$ cat src/rtl/cv32e40n_data_xbar_arbiter_if.sv
// Handshake bundle between the CPU/NVPE masters, the crossbar and the arbiter.
// The slave modport is the arbiter's view; the master modport is the surrounding system's.
interface cv32e40n_data_xbar_arbiter_if;
  logic m1_req_i;
  logic m2_req_i;
  logic m1_req_o;
  logic m2_req_o;
  logic s1_gnt_i;
  logic s1_rvalid_i;
  logic xbar_master_sel_o;
  logic busy_o;
  logic protocol_err_o;

  modport slave (
    input  m1_req_i, m2_req_i, s1_gnt_i, s1_rvalid_i,
    output m1_req_o, m2_req_o, xbar_master_sel_o, busy_o, protocol_err_o
  );

  modport master (
    output m1_req_i, m2_req_i, s1_gnt_i, s1_rvalid_i,
    input  m1_req_o, m2_req_o, xbar_master_sel_o, busy_o, protocol_err_o
  );
endinterface

$ cat src/rtl/cv32e40n_data_xbar_arbiter.sv
// Owner-select arbiter for the CPU/NVPE data crossbar: gates master requests, caps outstanding
// transactions and hands ownership over only when the current owner is quiescent.
module cv32e40n_data_xbar_arbiter #(
  parameter int unsigned MAX_OUTSTANDING = 2,
  parameter int unsigned MAX_BURST       = 8
) (
  input logic                         clk_i,
  input logic                         rst_ni,
  cv32e40n_data_xbar_arbiter_if.slave bus
);

  localparam int unsigned OutW   = $clog2(MAX_OUTSTANDING + 1);
  localparam int unsigned BurstW = $clog2(MAX_BURST + 1);
  localparam logic [OutW-1:0]   OutMax   = OutW'(MAX_OUTSTANDING);
  localparam logic [BurstW-1:0] BurstMax = BurstW'(MAX_BURST);

  typedef enum logic {StGrant, StDrain} state_e;

  state_e            state_q, state_d;
  logic              sel_q, sel_d;
  logic [OutW-1:0]   out_cnt_q, out_cnt_d;
  logic [BurstW-1:0] burst_cnt_q, burst_cnt_d;
  logic              err_q, err_d;

  logic own_req, oth_req, fwd, m1_gated, m2_gated, accept;

  always_comb begin
    own_req  = sel_q ? bus.m2_req_i : bus.m1_req_i;
    oth_req  = sel_q ? bus.m1_req_i : bus.m2_req_i;
    fwd      = (state_q == StGrant) && (out_cnt_q < OutMax);
    m1_gated = !sel_q && fwd && bus.m1_req_i;
    m2_gated = sel_q && fwd && bus.m2_req_i;
    accept   = (m1_gated || m2_gated) && bus.s1_gnt_i;
  end

  always_comb begin
    state_d     = state_q;
    sel_d       = sel_q;
    out_cnt_d   = out_cnt_q;
    burst_cnt_d = burst_cnt_q;
    err_d       = err_q;

    // A response with nothing outstanding is a protocol violation; the count stays at zero.
    if (bus.s1_rvalid_i && (out_cnt_q == '0)) begin
      err_d = 1'b1;
    end
    if (accept && !bus.s1_rvalid_i) begin
      out_cnt_d = out_cnt_q + OutW'(1);
    end else if (!accept && bus.s1_rvalid_i && (out_cnt_q != '0)) begin
      out_cnt_d = out_cnt_q - OutW'(1);
    end

    if (!oth_req) begin
      burst_cnt_d = '0;
    end else if (accept && (burst_cnt_q != BurstMax)) begin
      burst_cnt_d = burst_cnt_q + BurstW'(1);
    end

    unique case (state_q)
      StGrant: begin
        // Safe point: the owner has nothing pending ungranted after this cycle.
        if (oth_req && (!own_req || accept) && (!own_req || (burst_cnt_d == BurstMax))) begin
          state_d = StDrain;
        end
      end
      StDrain: begin
        if (out_cnt_d == '0) begin
          sel_d       = !sel_q;
          burst_cnt_d = '0;
          state_d     = StGrant;
        end
      end
      default: state_d = StGrant;
    endcase
  end

  always_ff @(posedge clk_i) begin
    if (!rst_ni) begin
      state_q     <= StGrant;
      sel_q       <= 1'b0;
      out_cnt_q   <= '0;
      burst_cnt_q <= '0;
      err_q       <= 1'b0;
    end else begin
      state_q     <= state_d;
      sel_q       <= sel_d;
      out_cnt_q   <= out_cnt_d;
      burst_cnt_q <= burst_cnt_d;
      err_q       <= err_d;
    end
  end

  assign bus.m1_req_o          = m1_gated;
  assign bus.m2_req_o          = m2_gated;
  assign bus.xbar_master_sel_o = sel_q;
  assign bus.busy_o            = (out_cnt_q != '0);
  assign bus.protocol_err_o    = err_q;

endmodule

$ cat src/flat_wrapper.sv
// flat-port wrapper written by rule: the top's interface ports become plain ports
module cv32e40n_data_xbar_arbiter_flat 
#(
  parameter int unsigned MAX_OUTSTANDING = 2,
  parameter int unsigned MAX_BURST       = 8
)
  (clk_i, rst_ni, bus_m1_req_i, bus_m2_req_i, bus_s1_gnt_i, bus_s1_rvalid_i, bus_m1_req_o, bus_m2_req_o, bus_xbar_master_sel_o, bus_busy_o, bus_protocol_err_o);
  cv32e40n_data_xbar_arbiter_if bus_i ();
  input logic clk_i;
  input logic rst_ni;
  input wire logic [$bits(bus_i.m1_req_i)-1:0] bus_m1_req_i;
  input wire logic [$bits(bus_i.m2_req_i)-1:0] bus_m2_req_i;
  input wire logic [$bits(bus_i.s1_gnt_i)-1:0] bus_s1_gnt_i;
  input wire logic [$bits(bus_i.s1_rvalid_i)-1:0] bus_s1_rvalid_i;
  output wire logic [$bits(bus_i.m1_req_o)-1:0] bus_m1_req_o;
  output wire logic [$bits(bus_i.m2_req_o)-1:0] bus_m2_req_o;
  output wire logic [$bits(bus_i.xbar_master_sel_o)-1:0] bus_xbar_master_sel_o;
  output wire logic [$bits(bus_i.busy_o)-1:0] bus_busy_o;
  output wire logic [$bits(bus_i.protocol_err_o)-1:0] bus_protocol_err_o;
  assign bus_i.m1_req_i = bus_m1_req_i;
  assign bus_i.m2_req_i = bus_m2_req_i;
  assign bus_i.s1_gnt_i = bus_s1_gnt_i;
  assign bus_i.s1_rvalid_i = bus_s1_rvalid_i;
  assign bus_m1_req_o = bus_i.m1_req_o;
  assign bus_m2_req_o = bus_i.m2_req_o;
  assign bus_xbar_master_sel_o = bus_i.xbar_master_sel_o;
  assign bus_busy_o = bus_i.busy_o;
  assign bus_protocol_err_o = bus_i.protocol_err_o;
  cv32e40n_data_xbar_arbiter #(.MAX_OUTSTANDING(MAX_OUTSTANDING), .MAX_BURST(MAX_BURST)) u_core (.clk_i(clk_i), .rst_ni(rst_ni), .bus(bus_i));
endmodule
$ cat config.mk
export PLATFORM = sky130hd
export DESIGN_NAME = cv32e40n_data_xbar_arbiter_flat
export DESIGN_NICKNAME = d
export VERILOG_FILES = /design/src/rtl/cv32e40n_data_xbar_arbiter_if.sv /design/src/rtl/cv32e40n_data_xbar_arbiter.sv /design/src/flat_wrapper.sv
export SDC_FILE = /design/constraint.sdc
export NUM_CORES = 1
export LEC_CHECK = 0
export BUFFER_PORTS_ARGS = -buffer_cell sky130_fd_sc_hd__buf_2
export CAP_MARGIN = 5
export CORE_AREA = 2 2 39 41
export CTS_CLUSTER_SIZE = 12
export DETAILED_ROUTE_END_ITERATION = 12
export DIE_AREA = 0 0 41 43
export GPL_ROUTABILITY_DRIVEN = 0
export GPL_TIMING_DRIVEN = 0
export PLACE_DENSITY_LB_ADDON = 0.05
export SETUP_SLACK_MARGIN = 0.4
export SLEW_MARGIN = 20
export SYNTH_ARGS = -nofsm -noshare
export SYNTH_HDL_FRONTEND = slang
export SYNTH_SLANG_ARGS = --single-unit
$ cat constraint.sdc
create_clock -name clk_i -period 2.4 [get_ports clk_i]
set_clock_uncertainty 0.1 [all_clocks]
set_input_delay 0.36 -clock clk_i [delete_from_list [all_inputs] [get_ports clk_i]]
set_output_delay 0.36 -clock clk_i [all_outputs]
set_load 0.03 [all_outputs]
==> results.md, run 1 <==
- VDD IR max: 378 uV
- DP HPWL: 1000 um
- Comb pwr share: 47.3%
- Via density per instance: 6.04
- Sw Ratio: 39.9%
- Seq pwr share: 31.5%
- Sequential-to-total area share from yosys stat: 26.5%
- Vias in the first global route: 532
- Fin util: 64.2%
- GRT overflow: 0
- Area grow syn2layout: 30.5%
- Cts bufs inserted: 3
- Initial core utilization: 49.2%
- WL/cell: 14.7 um
- P_sw: 236 uW
- Final period util: 83.2%
- Global-route wire length before repair: 2420 um
- Worst skew pair latency: 0.27 ns
- Core ar.: 1380 um2
- Clk network pwr share: 21.2%
- Synthesis-stage register bit count: 9
- Cell row count: 14
- Final Hold Viols: 0
- Post-layout minimum cycle time: 2.00 ns
- Crit path DAT: 2.05 ns
- Final setup fails: 0
- Initial antenna violation count: 0
- Cells after Synth: 76
- Worst slew pin tran: 0.525 ns
- Min-Delay Path Class: input port to flop
- Critical path class: flop to flop
- Yosys warns: 0
- Die Span Y: 43 um
- Relative slew slack: 64.0%
- I/O pin count: 11
- N_diodes: 0
- TNS Setup: 0 ns
- CTS tree: built
- Power per standard cell area: 664 nW/um2
- Clk slew on worst S/H paths: 0.07 ns
- H-tree depth: 1
- Sinks on Clock Net: 9
- WP data required: 2.46 ns
- Fmax: 0.501 GHz
- Distinct cell type count after synthesis: 35
- Clock Path Buffers: 2
- Leakage Power: 0.364 nW
- Critical Path Start Type: flop
- Syn avg cell area: 8.96 um2
- Area leader, netlist: dfxtp_1
- Final antenna-violating net count: 0
- Total power: 590 uW
- Die Area: 1760 um2
- Max_cap viols: 0
- Crit Path Max Fanout: 6
- Setup repair after global routing missed its margin: true
- DR pass1 iterations: 4
- Mux cell area share after synthesis: 9.38%
- Synth top area cells: dfxtp_1, nor3_1, ha_1
- Largest family of logic cells by synthesized area: simple AND/OR/NAND/NOR gates
- Nature of the critical path endpoint: flop
- Simple-gate share of the synthesized area: 34.0%
- Post-synthesis compound-gate area fraction: 15.6%
- Routed WL: 1660 um
- Drc violations: 0
- Syn Nets: 85
- Status: finished clean
- Die X: 41 um
- Vias: 682
- Final #Nets: 107
- Cell Area, Synth: 681 um2
- Final max-slew violation count: 0
- Port buffer count: 10
- Share of cells above drive strength 1: 40.2%
- DRT iter0 DRCs: 11
- P_int: 354 uW
- Post-synth top area share: 26.5%
- Largest net degree at the start of global routing: 11
- GRT Total Usage: 20.2%
- Synthesized-area fraction occupied by adder cells: 5.51%
- Post-Synth XOR/XNOR Area: 1.29%
- Root buf cell: clkbuf_4
stage by stage:
step	hold WS (ns)	instance area [um2]	cells	worst slack (ns)
final	0.284	888	113	0.403
after global routing	0.296	888	113	0.368
after CTS	0.274	797	106	0.359
after detailed placement	0.380	758	102	0.256
after global placement	0.370	758	102	0.226
after floorplan	0.388	688	76	0.443
final timing paths:
kind                                       end  slack, ns                       from  depth (start not counted)
hold reg to reg      u_core.bus.protocol_err_o       0.39  u_core.bus.protocol_err_o                          2
setup / recovery                u_core.state_q       0.40             u_core.state_q                          7
setup reg to reg                u_core.state_q       0.40             u_core.state_q                          7
hold / removal    u_core.bus.xbar_master_sel_o       0.28                     rst_ni                          2
synthesized netlist by cell type, drive strengths merged:
master  instances
or3b            1
nand2b          1
nor4            3
mux2i           4
xnor2           1
a21boi          1
and3b           1
dfxtp           9
o41ai           1
or3             1
inv             5
and3            2
nand3           3
nor3            8
ha              3
a21oi           3
nor4b           1
o221a           1
nor2            4
o31a            1
mux2            1
a32oi           1
a221oi          1
nor3b           2
o21ai           3
nand2           2
a211oi          3
nand3b          2
buf             3
nor2b           4
worst max-delay path: stages, from the launching register on:
cell and delay (ns):
dfxtp_1 0.31, buf_6 0.13, or3b_4 0.39, buf_6 0.14
o31a_1 0.26, o221a_1 0.26, a32oi_1 0.25, nor4_2 0.05
per-layer routing:
metal | vias up | GRT usage, % | wire [um]
met1 | 324 | 31.4 | 800
met5 | - | 0 | 0
met3 | 5 | 4.71 | 118
met2 | 24 | 24.4 | 703
met4 | 0 | 12.0 | 35
li1 | 329 | - | -
cell families (layout without fill, tap and decap cells):
family / after synthesis / count (layout)
mux: 5 / 5
fa+ha+maj: 3 / 3
flops: 9 / 9
buf+inv: 8 / 29
simple gates: 35 / 35
xor+xnor: 1 / 1
compound gates: 15 / 15
flip-flops by register name, indices dropped and copies added, names as in the netlist:
signal	count
u_core.bus.protocol_err_o	1
u_core.burst_cnt_q	4
u_core.state_q	1
u_core.out_cnt_q	2
u_core.bus.xbar_master_sel_o	1
layout make-up:
class                           count  area (um2)
Buffer                              3        33.8
Clock buffer                        4        26.3
Fill cell                         126         495
Inverter                            5        18.8
Multi-Input combinational cell     59         503
Sequential cell                     9         184
Tap cell                           16        20.0
Timing Repair Buffer               17         103
timing repair:
item | in CTS | in global routing
setup buffers | 0 | 7
hold buffers | 0 | 0
resized for setup | 3 | 7
cloned | 0 | 0
endpoints found under the setup margin | 6 | 6
pin swaps | 1 | 5
power groups by stage:
stage	clock [mW]	combinational, mW	sequential [mW]
after floorplan	0	0.171	0.191
after global placement	0	0.224	0.185
after detailed placement	0	0.225	0.185
after CTS	0.127	0.231	0.183
after global routing	0.133	0.299	0.189
final	0.125	0.279	0.186
placed cells by master (no fill, tap or decap), types with 2 or more instances in the layout:
cell      count
a211oi_1      2
a21oi_1       2
and3_1        2
buf_2        10
buf_4         7
buf_6         3
clkbuf_4      3
dfxtp_1       6
dfxtp_2       3
ha_1          3
inv_1         5
mux2i_1       3
nand2_1       2
nand3_1       3
nand3b_1      2
nor2_1        4
nor2b_1       4
nor3_1        7
nor4_2        2
o21ai_0       2
Power figures use the tool's default switching activity.
==> run 2: changes to the inputs <==
- ABC_AREA: not set -> 1
- clock period: 2.4 -> 1.95 ns (I/O delays scaled with it)
==> run 2 against run 1 <==
- global-route usage is 2.7 points lower
- clock power is 19% higher
- flip-flop and latch count stayed put
- area after synthesis is 7.4% lower
- largest power group unchanged
==> results.md, run 2 <==
- Syn Nets: 101 (+19%)
- Worst R2R Start: u_core.bus.xbar_master_sel_o
- Final max-slew violation count: 0 (unchanged)
- Cell Area, Synth: 631 um2 (-7.4%)
- Final antenna-violating net count: 0 (unchanged)
- Met3 usage: 3.14% (-1.6 points)
- Total power: 1.23 mW (+110%)
- Top_reg_cell synth: dfxtp_1
- Global-route wire length before repair: 2080 um (-14%)
- Final setup fails: 0 (unchanged)
- Final Hold Viols: 0 (unchanged)
- Busiest metal layer after global routing: met2
- N_diodes: 0 (unchanged)
- Die Area: 1760 um2 (unchanged)
- WL/cell: 10.8 um (-26%)
- H-tree depth: 1 (unchanged)
- Core ar.: 1380 um2 (unchanged)
- Die Span Y: 43 um (unchanged)
- Post-layout minimum cycle time: 1.52 ns
- Share of cells above drive strength 1: 52.3% (+12 points)
- Leakage Power: 0.419 nW (+15%)
- Filler cell count in the final layout: 136 (+7.9%)
- Vias in the first global route: 542 (+1.9%)
- Cells after Synth: 92 (+21%)
- Commonest non-fill, non-tap cell in the layout: nand2_1
- Initial antenna violation count: 0 (unchanged)
- Area grow syn2layout: 42.7%
- Reg2reg end: u_core.burst_cnt_q[2]
- CTS tree: built
- TNS Setup: 0 ns (unchanged)
- Die X: 41 um (unchanged)
- Asr flop ratio synth: 0% (unchanged)
- Via density per instance: 4.88 (-19%)
- Crit path DAT: 1.13 ns (-0.92 ns)
- Max_cap viols: 0 (unchanged)
- DP HPWL: 982 um (-2.2%)
- I/O pin count: 11 (unchanged)
- Cell depth of the worst flop-to-flop path: 10 (+3)
- Min-delay src: rst_ni
- Hold Slack: 0.199 ns (-0.0850 ns)
- Setup repair after global routing missed its margin: true
- DR pass1 iterations: 4 (unchanged)
- Hold buffers post-CTS: 0 (unchanged)
- Met1 Resource Use GR: 20.6% (-11 points)
- Final #Nets: 121 (+13%)
- Crit Path Max Fanout: 3 (-3)
- Fin util: 65.0% (+0.81 points)
- VDD IR max: 548 uV (+45%)
- Vias: 620 (-9.1%)
- Fmax: 0.657 GHz
- Critical Path Start Type: flop
- Hold depth: 3 (+1)
- Synth top area cells: dfxtp_1, nand2_1, inv_1
- Sinks on Clock Net: 9 (unchanged)
- Registers with the most flip-flops: u_core.burst_cnt_q x4, u_core.out_cnt_q x2
- Cts bufs inserted: 3 (unchanged)
- Most frequent cells in the layout: nand2_1, inv_1, buf_2
- Yosys warns: 0 (unchanged)
- Register area: 189 um2 (+2.7%)
- Min-Delay Path Class: input port to flop
- Relative slew slack: 85.0% (+21 points)
- Power per standard cell area: 1370 nW/um2 (+110%)
- Area leader, netlist: dfxtp_1
- Routed WL: 1380 um (-17%)
- Synth top cells by count: nand2_1, inv_1, dfxtp_1, nand3_1, nor2_1
- Final non-filler cell total: 127 (+12%)
- GRT overflow: 0 (unchanged)
- Synthesis-stage register bit count: 9 (unchanged)
- Worst skew pair latency: 0.26 ns (about the same)
- WP data required: 1.56 ns (-0.90 ns)
- Initial core utilization: 45.6% (-3.6 points)
- Distinct cell type count after synthesis: 20 (-43%)
- Syn avg cell area: 6.85 um2 (-23%)
- Worst slew pin tran: 0.224 ns (-0.301 ns)
- Root buf cell: clkbuf_4
- Status: finished clean
- Nature of the critical path endpoint: primary output
- Drc violations: 0 (unchanged)
- Post-synth top area share: 28.6% (+2.1 points)
- R2r setup slk: 0.43 ns (+0.02 ns)
- Flip-flop count of the largest register after layout: 4 (unchanged)
- Clk slew on worst S/H paths: 0.06 ns (about the same)
- GRT Total Usage: 17.6% (-2.7 points)
- Cell row count: 14 (unchanged)
- Sequential-to-total area share from yosys stat: 28.6% (+2.1 points)
- Largest net degree at the start of global routing: 8 (-3)
- Clock Path Buffers: 2 (unchanged)
- Final period util: 78.1%
- Placed Cells: 118 (+16%)
- Met2 usage: 28.1% (+3.8 points)
- Top reg by flops: u_core.burst_cnt_q
- Number of synthesized flops with an enable pin: 0 (unchanged)
- Port buffer count: 10 (unchanged)
- Most common cell in the netlist: nand2_1
- DRT iter0 DRCs: 6 (-5)
- Critical path class: flop to primary output
- Area of the multi-input gates: 502 um2 (-0.25%)
- Hold EP: u_core.out_cnt_q[1]
run 2: cell count changes in the layout (fill, tap and decap cells not counted), sizes merged, moves of 5 or more:
cell / change
nand2: +24
buf: -5
nor2: +8
nand3: +8
nor3: -7
inv: +12
run 2: report_power, final:
group	switching, mW	internal [mW]
registers	0.0528	0.245
logic	0.502	0.286
clock network	0.0696	0.0790
run 2: cell type report:
type	instances	share of cell area (%)
clock buffer	4	2.92
multi-input combinational	66	55.8
tap	16	2.23
timing repair buffer	15	10.2
inverter	17	7.93
sequential	9	21.0
run 2: metrics by stage:
stage	worst slack (ns)	cell area, um2
floorplan	0.444	632
global placement	0.291	702
detailed placement	0.283	702
CTS	0.400	748
global route	0.316	900
finish	0.427	900
run 2: what timing repair did:
item / in CTS / in global routing
gates resized for setup: 5 / 32
endpoints found under the setup margin: 5 / 7
pin swaps: 1 / 18
setup buffers: 1 / 4
run 2: worst max path at each step:
stage,from,end,slack (ns),cells after the start
after global placement,u_core.burst_cnt_q[0],u_core.state_q,0.29,11
after global routing,u_core.state_q,u_core.state_q,0.32,11
after floorplan,u_core.out_cnt_q[0],u_core.state_q,0.44,10
final,u_core.out_cnt_q[0],bus_busy_o,0.43,4
after detailed placement,u_core.burst_cnt_q[0],u_core.state_q,0.28,11
after CTS,u_core.burst_cnt_q[1],u_core.state_q,0.40,11
run 2: kinds of logic (layout without fill, tap and decap cells):
family,Yosys count,after routing,synth area share [%]
XOR/XNOR,2,2,3.97
AO/OA/AOI/OAI,7,7,6.55
adder cells (fa/ha/maj),3,3,5.95
AND/OR/NAND/NOR,54,54,44.8
flip-flops,9,9,28.6
buffers and inverters,17,36,10.1
run 2: critical path: stages (launching register included):
cell and delay (ns):
dfxtp_1 0.31, inv_1 0.07, ha_1 0.22, inv_2 0.07
buf_2 0.19
run 2: metal layers:
layer,vias to the layer above,routed length [um]
li1,330,-
met1,282,593
met2,6,745
met3,2,27
met4,0,10
met5,-,0
